**config.mk**
```make
export PLATFORM = sky130hd
export DESIGN_NAME = traffic_phase_ctrl
export DESIGN_NICKNAME = d
export VERILOG_FILES = /design/src/rtl/traffic_phase_ctrl.sv
export SDC_FILE = /design/constraint.sdc
export NUM_CORES = 1
export LEC_CHECK = 0
export ABC_AREA = 1
export CORE_UTILIZATION = 50
export CTS_CLUSTER_DIAMETER = 100
export DETAILED_ROUTE_END_ITERATION = 6
export PLACE_DENSITY = 0.77
export SYNTH_ARGS = -nofsm -noshare
export SYNTH_HDL_FRONTEND = slang
export SYNTH_SLANG_ARGS = --single-unit
```
**constraint.sdc**
```tcl
create_clock -name CLK -period 2.1 [get_ports CLK]
set_clock_uncertainty 0.2 [all_clocks]
set_input_delay 0.315 -clock CLK [delete_from_list [all_inputs] [get_ports CLK]]
set_output_delay 0.315 -clock CLK [all_outputs]
set_load 0.02 [all_outputs]
```
**src/rtl/traffic_phase_ctrl.sv**
```systemverilog
// Two-road traffic phase controller: MG->MY->SG->SY with a BCD countdown of the remaining seconds.
// Optional emergency flash mode (state EM) is built only when TRAFFIC_EMERGENCY_EN is defined.
module traffic_phase_ctrl #(
  parameter int unsigned GREEN_MAIN = 40,
  parameter int unsigned GREEN_SIDE = 20,
  parameter int unsigned YELLOW     = 5
) (
  input  logic       CLK,
  input  logic       RST_N,
  input  logic       COU_CLK,
  input  logic       SH_CLK,
  input  logic       EMERG,
  output logic [2:0] MAIN_LIGHT,
  output logic [2:0] SIDE_LIGHT,
  output logic [3:0] COUNT_TENS,
  output logic [3:0] COUNT_ONES,
  output logic       SEC_TICK
);

  localparam logic [3:0] GM_TENS = 4'(GREEN_MAIN / 10);
  localparam logic [3:0] GM_ONES = 4'(GREEN_MAIN % 10);
  localparam logic [3:0] GS_TENS = 4'(GREEN_SIDE / 10);
  localparam logic [3:0] GS_ONES = 4'(GREEN_SIDE % 10);
  localparam logic [3:0] YL_TENS = 4'(YELLOW / 10);
  localparam logic [3:0] YL_ONES = 4'(YELLOW % 10);

  localparam logic [2:0] LAMP_RED = 3'b100;
  localparam logic [2:0] LAMP_YEL = 3'b010;
  localparam logic [2:0] LAMP_GRN = 3'b001;

  typedef enum logic [2:0] {ST_MG, ST_MY, ST_SG, ST_SY, ST_EM} state_t;

  state_t     r_state;
  logic [2:0] r_main;
  logic [2:0] r_side;
  logic [3:0] r_tens;
  logic [3:0] r_ones;

  logic       r_cou_s1, r_cou_s2, r_cou_s3;
  logic       r_sh_s1, r_sh_s2;
  logic [1:0] r_fill;
  logic       r_cou_armed;
  logic       r_tick;

  // Arming waits until the synchroniser holds a real sample, so a COU_CLK already high at release is not an edge.
  always_ff @(posedge CLK or negedge RST_N) begin
    if (!RST_N) begin
      r_cou_s1    <= 1'b0;
      r_cou_s2    <= 1'b0;
      r_cou_s3    <= 1'b0;
      r_sh_s1     <= 1'b0;
      r_sh_s2     <= 1'b0;
      r_fill      <= 2'b00;
      r_cou_armed <= 1'b0;
      r_tick      <= 1'b0;
    end else begin
      r_cou_s1    <= COU_CLK;
      r_cou_s2    <= r_cou_s1;
      r_cou_s3    <= r_cou_s2;
      r_sh_s1     <= SH_CLK;
      r_sh_s2     <= r_sh_s1;
      r_fill      <= {r_fill[0], 1'b1};
      r_cou_armed <= r_cou_armed | (r_fill[1] & ~r_cou_s2);
      r_tick      <= r_cou_s2 & ~r_cou_s3 & r_cou_armed;
    end
  end

`ifdef TRAFFIC_EMERGENCY_EN
  logic r_em_s1, r_em_s2;

  always_ff @(posedge CLK or negedge RST_N) begin
    if (!RST_N) begin
      r_em_s1 <= 1'b0;
      r_em_s2 <= 1'b0;
    end else begin
      r_em_s1 <= EMERG;
      r_em_s2 <= r_em_s1;
    end
  end
`else
  logic w_unused;
  assign w_unused = ^{EMERG, r_sh_s2};
`endif

  // Phase FSM; lamps and count are registered alongside the state.
  always_ff @(posedge CLK or negedge RST_N) begin
    if (!RST_N) begin
      r_state <= ST_MG;
      r_main  <= LAMP_GRN;
      r_side  <= LAMP_RED;
      r_tens  <= GM_TENS;
      r_ones  <= GM_ONES;
    end else begin
`ifdef TRAFFIC_EMERGENCY_EN
      if (r_em_s2) begin
        r_state <= ST_EM;
        r_main  <= {1'b0, r_sh_s2, 1'b0};
        r_side  <= {1'b0, r_sh_s2, 1'b0};
        r_tens  <= 4'd0;
        r_ones  <= 4'd0;
      end else if (r_state == ST_EM) begin
        r_state <= ST_MG;
        r_main  <= LAMP_GRN;
        r_side  <= LAMP_RED;
        r_tens  <= GM_TENS;
        r_ones  <= GM_ONES;
      end else
`endif
      if (r_tick) begin
        if (r_tens == 4'd0 && r_ones == 4'd1) begin
          case (r_state)
            ST_MG: begin
              r_state <= ST_MY;
              r_main  <= LAMP_YEL;
              r_side  <= LAMP_RED;
              r_tens  <= YL_TENS;
              r_ones  <= YL_ONES;
            end
            ST_MY: begin
              r_state <= ST_SG;
              r_main  <= LAMP_RED;
              r_side  <= LAMP_GRN;
              r_tens  <= GS_TENS;
              r_ones  <= GS_ONES;
            end
            ST_SG: begin
              r_state <= ST_SY;
              r_main  <= LAMP_RED;
              r_side  <= LAMP_YEL;
              r_tens  <= YL_TENS;
              r_ones  <= YL_ONES;
            end
            default: begin
              r_state <= ST_MG;
              r_main  <= LAMP_GRN;
              r_side  <= LAMP_RED;
              r_tens  <= GM_TENS;
              r_ones  <= GM_ONES;
            end
          endcase
        end else if (r_ones == 4'd0) begin
          r_ones <= 4'd9;
          r_tens <= r_tens - 4'd1;
        end else begin
          r_ones <= r_ones - 4'd1;
        end
      end
    end
  end

  assign MAIN_LIGHT = r_main;
  assign SIDE_LIGHT = r_side;
  assign COUNT_TENS = r_tens;
  assign COUNT_ONES = r_ones;
  assign SEC_TICK   = r_tick;

endmodule

```
==> flow_summary.ini, run 1 <==
[outcome]
outcome = complete, no violations

[logic_synthesis]
postSynth.topFlopCell = dfrtp_1
syn_area_per_cell_um2 = 8.718
postSynthRegisterBits = 22
yosysTopAreaCellShare_pct = 43.63
postSynth.asyncResetShare_pct = 100.0
post_synth_num_cell_types = 24
synth_sequential_area_ratio_pct = 50.86
synth_largest_area_cell = dfrtp_1
synth.net_count = 135
synth.top_cells.by_area = dfrtp_1 44%, nand2_1 13%, dfstp_2 7.2%, ha_1 5.7%, inv_1 5.2%
syn_inst = 125
synth_enable_flop_cells = 0
mappedNetlistArea_um2 = 1090
ys_warn_count = 0

[final_layout]
most_common_cell_after_layout_fill_and_taps_aside = nand2_1
num-nets-final = 156
filler_cells_inserted = 181
multiInputGateArea_um2 = 455.4
area_growth_pct = 22.73
final_layout_size_suffix_gt1_share_pct = 13.79
final_design_area_no_fill_um2 = 1338
antenna-diode-count = 0
layout.area.seq_um2 = 554.3
most-common-layout-cells = 39 x nand2_1, 19 x dfrtp_1, 17 x clkdlybuf4s50_1
final_cells = 172

[timing]
rsz_0062_raised_after_global_routing = false
finalCritPeriodShare_pct = 96.26
fin_crit_ns = 2.022
setup_violations = 0
hold_viol = 0
timing_max_transition_violations_final = 0
fin_tns_setup_ns = 0
fmax_mhz = 494.7

[clock_network]
cts-root-buf = clkbuf_4
cts_hold_buf = 0
clockBufferDepth = 2
clock_insertion_delay_worst_skew_ns = 0.30
post-cts-setup-buffers = 0
post_cts_resize_count = 0
clk_pin_slew_worst_paths_ns = 0.12
cts_buffers = 3
tritoncts = done
clock-sinks = 22
ctsHtreeMaxLevel = 1

[detailed_routing]
drc = 0
drt_pre_antenna_iters = 4
detail-route-antenna-nets = 0
routedWlPerCell_um = 10.95
drt_iter0_markers = 17
via_count = 849
post_drt_via_cell_ratio = 4.936
finalWirelength_um = 1883

[floorplan]
rows = 16
core-area_um2 = 2002
io_pins = 20
die_height_um = 48.69
die_area_um2 = 2370
floorplan.initialDensity_pct = 54.44
die_w_um = 48.69

[power_and_ir_drop]
power.ir.vdd_worst_mv = 0.7271
clockPowerShare_pct = 16.6
comb_power_share_pct = 47.8
switchingPower_uw = 780.0
seqPwrFrac_pct = 35.6
netSwitchingFraction_pct = 40.52
pwr_density_cell_nw_per_um2 = 1439
p_leak_uw = 0.0006653
internal_power_uw = 1145

[place]
post_dp_cell_area_um2 = 1285
placed_cells = 168
gp_routability_congestion = 0.8748
io_buffers = 17
place.detailed.hpwl_um = 1394

[setup_path]
worstPathCellList = clkdlybuf4s50_1
worst-endpoint-required_ns = 1.58
timing.critical_path.buf_inv = 1
timing.critical_path.max_delay_family = buffers and inverters
crit_slowest_cell = clkdlybuf4s50_1
arrival_ns = 1.51
worst_path_largest_cell_delay_ns = 0.61
critical_path_start_end_classification = reg -> out
endpoint_class_of_the_critical_path = output port
startpoint_type = flip-flop
critical_path.max_fanout = 5

[global_route]
globalRouteTotalUtil_pct = 18.26
gr-total-overflow = 0
first_pass_grt_wire_length_um = 3325
grt_pass1_vias = 808
antenna_violations_before_repair = 0
grt_max_degree = 23

[run]
cap_violations = 0

[min_path]
worstHoldPathType = in -> async
## power by group through the flow
stage / logic, µW / registers (µW) / clock network (µW)
2_1_floorplan: 492 / 801 / 0
3_3_place_gp: 897 / 686 / 0
3_5_place_dp: 925 / 695 / 0
4_1_cts: 931 / 687 / 329
5_1_grt: 1020 / 705 / 347
6_report: 920 / 685 / 320
## cell type report
class / instances / area share [%]
sequential: 22 / 41.44
multi-input combinational: 85 / 34.05
timing repair buffer: 19 / 13.84
inverter: 15 / 4.210
tap: 27 / 2.526
clock inverter: 1 / 2.245
clock buffer: 3 / 1.684
## synthesized netlist by cell type, types with 2 or more instances
cell / count
dfrtp_1: 19
nor2_2: 2
nand3_1: 6
o21ai_2: 2
nor2_1: 14
dfstp_2: 3
o21ai_0: 4
nand2_1: 39
ha_1: 5
xor2_1: 2
nand2_2: 2
inv_1: 15
## final timing paths
path                                     from             to  slack (ns)  cells after the start
worst min register to register       r_cou_s1       r_cou_s2        0.17                      0
max in group asynchronous               RST_N  SIDE_LIGHT[2]        1.28                      2
worst max register to register  COUNT_TENS[0]  COUNT_TENS[1]        0.32                      8
worst min-delay path                    RST_N  COUNT_TENS[3]        0.14                      2
min in group CLK                     r_cou_s1       r_cou_s2        0.17                      0
worst max-delay path            COUNT_TENS[2]  COUNT_TENS[2]        0.08                      1
## metrics by stage
| step | hold WS [ns] | utilization, % | power [µW] | setup slack [ns] |
|---|---|---|---|---|
| 6_report | 0.1396 | 66.81 | 1925 | 0.07845 |
| 5_1_grt | 0.1342 | 66.81 | 2074 | 0.03446 |
| 4_1_cts | 0.1407 | 66.81 | 1947 | 0.06693 |
| 3_5_place_dp | 0.1426 | 64.19 | 1619 | 0.3668 |
| 3_3_place_gp | 0.1329 | 64.19 | 1584 | 0.3940 |
| 2_1_floorplan | -0.1806 | - | 1293 | 0.3884 |
## registers in the layout, indices dropped and copies added (netlist names)
| name | count |
|---|---|
| COUNT_ONES | 4 |
| SEC_TICK | 1 |
| r_cou_armed | 1 |
| r_fill | 2 |
| COUNT_TENS | 4 |
| r_cou_s3 | 1 |
| r_state | 1 |
| r_cou_s1 | 1 |
| SIDE_LIGHT | 3 |
| r_cou_s2 | 1 |
| MAIN_LIGHT | 3 |
## cell families (layout without fill, tap and decap cells)
kind of cell	after synthesis	after routing	share of synthesized area (%)
simple gates	71	71	30.66
flops	22	22	50.86
buf+inv	18	38	7.347
compound gates	6	6	3.445
fa+ha+maj	5	5	5.741
xor+xnor	2	2	1.608
other cells	1	1	0.3441
## layer usage
metal / up-vias / share of wire, % / routed length (µm) / global-route usage, %
li1: 419 / - / - / -
met2: 16 / 53 / 999 / 33.33
met4: 0 / 0 / 0 / 7.353
met1: 414 / 43 / 815 / 21.53
met5: - / 0 / 0 / 0
met3: 0 / 3.6 / 68 / 2.201
Note: power is estimated with default switching activity, not from simulation.
==> run 2, diff against run 1 <==
Settings changed: CORE_UTILIZATION 50 to 53, CTS_BUF_LIST set to sky130_fd_sc_hd__clkbuf_8, PLACE_DENSITY 0.77 to 0.81.
==> run 2 against run 1 <==
Compared with the run above:
- die area down 5.4%
- flip-flop and latch count is the same
- largest cell class unchanged
- sequential power up 1%
- final area down 0.37%
==> flow_summary.ini, run 2 (same netlist as run 1, synthesis figures left out) <==
[outcome]
outcome = complete, no violations

[setup_path]
critical_path_start_end_classification = reg -> out
worst-endpoint-required_ns = 1.58
rr_startpoint = COUNT_TENS[0]
r2r_cells = 8
startpoint_type = flip-flop
critical_path.max_fanout = 10
worst_path_largest_cell_delay_ns = 0.67
timing.critical_path.max_delay_family = buffers and inverters
worstPathCellList = clkdlybuf4s50_1
timing.critical_path.buf_inv = 1
endpoint_class_of_the_critical_path = output port
setup.reg_to_reg.worst_slack_ns = 0.28
arrival_ns = 1.47
rr_endpoint = COUNT_TENS[2]
crit_slowest_cell = clkdlybuf4s50_1

[final_layout]
final_layout_size_suffix_gt1_share_pct = 13.19
antenna-diode-count = 0
most-common-layout-cells = 39 x nand2_1, 19 x dfrtp_1, 17 x clkdlybuf4s50_1
most_common_cell_after_layout_fill_and_taps_aside = nand2_1
multiInputGateArea_um2 = 455.4
final_cells = 171
layout.area.seq_um2 = 554.3
num-nets-final = 155
area_growth_pct = 22.27
filler_cells_inserted = 161

[detailed_routing]
via_count = 845
finalWirelength_um = 2016
detail-route-antenna-nets = 0
drc = 0
post_drt_via_cell_ratio = 4.942
drt_pre_antenna_iters = 4
routedWlPerCell_um = 11.79
drt_iter0_markers = 11

[global_route]
grt_max_degree = 23
global_route.usage.met2_pct = 34.25
globalRouteTotalUtil_pct = 20.18
grt_pass1_vias = 740
grtUsageMet3_pct = 4.615
antenna_violations_before_repair = 0
grt.busiest_layer = met2
first_pass_grt_wire_length_um = 3084
use_met1_pct = 24.45
gr-total-overflow = 0

[clock_network]
tritoncts = done
cts_hold_buf = 0
cts-root-buf = clkbuf_8
clockBufferDepth = 2
post-cts-setup-buffers = 0
ctsHtreeMaxLevel = 1
post_cts_resize_count = 0
clock-sinks = 22
clk_pin_slew_worst_paths_ns = 0.07
cts_buffers = 3
clock_insertion_delay_worst_skew_ns = 0.26

[timing]
fin_crit_ns = 1.987
fin_worst_hold_slack_ns = 0.1507
hold_viol = 0
timing_max_transition_violations_final = 0
finalCritPeriodShare_pct = 94.60
fin_tns_setup_ns = 0
setup_violations = 0
rsz_0062_raised_after_global_routing = false
fmax_mhz = 503.4

[floorplan]
die_area_um2 = 2242
io_pins = 20
die_w_um = 47.35
die_height_um = 47.35
rows = 16
core-area_um2 = 1942
floorplan.initialDensity_pct = 56.12

[min_path]
hold_depth = 0
hold_path_startpoint = r_fill[0]
worstHoldEndpoint = r_fill[1]
worstHoldPathType = reg -> reg

[power_and_ir_drop]
p_leak_uw = 0.0006610
power.ir.vdd_worst_mv = 0.9204
pwr_density_cell_nw_per_um2 = 1453

[place]
place.detailed.hpwl_um = 1464
placed_cells = 167
gp_routability_congestion = 0.8086
io_buffers = 17

[run]
cap_violations = 0
[run 2: per-layer routing]
metal  vias up  routed length (µm)  share of wire (%)
li1        415                   -                  -
met1       405                 861                 43
met2        21                1042                 52
met3         4                  84                4.2
met4         0                  27                1.3
met5         -                   0                  0
[run 2: power by group]
part	switching [µW]	total, µW	internal, µW
Combinational	551	946	395
Clock	131	298	167
Sequential	133	692	559
[run 2: worst max path at each step]
stage             startpoint       endpoint  slack, ns  depth (start not counted)
6_report            SEC_TICK       SEC_TICK       0.11                          1
5_1_grt             SEC_TICK       SEC_TICK       0.04                          1
4_1_cts             SEC_TICK       SEC_TICK        0.1                          1
3_5_place_dp   COUNT_TENS[0]  COUNT_TENS[2]       0.30                          8
3_3_place_gp   COUNT_TENS[0]  MAIN_LIGHT[2]       0.37                          7
2_1_floorplan  COUNT_TENS[0]  COUNT_TENS[1]       0.39                          8
[run 2: layout make-up]
cell class                      count  area share (%)
Timing Repair Buffer               18           13.33
Clock buffer                        4           4.131
Tap cell                           27           2.535
Multi-Input combinational cell     85           34.18
Inverter                           15           4.225
Sequential cell                    22           41.60
[run 2: metrics by stage]
step	utilization, %	instance area, µm²	worst slack, ns	power [µW]
global placement	65.79	1277	0.3655	1583
floorplan	-	1090	0.3884	1293
detailed placement	65.79	1277	0.2954	1632
finish	68.62	1333	0.1133	1936
CTS	68.62	1333	0.09763	1945
global route	68.62	1333	0.04440	2066
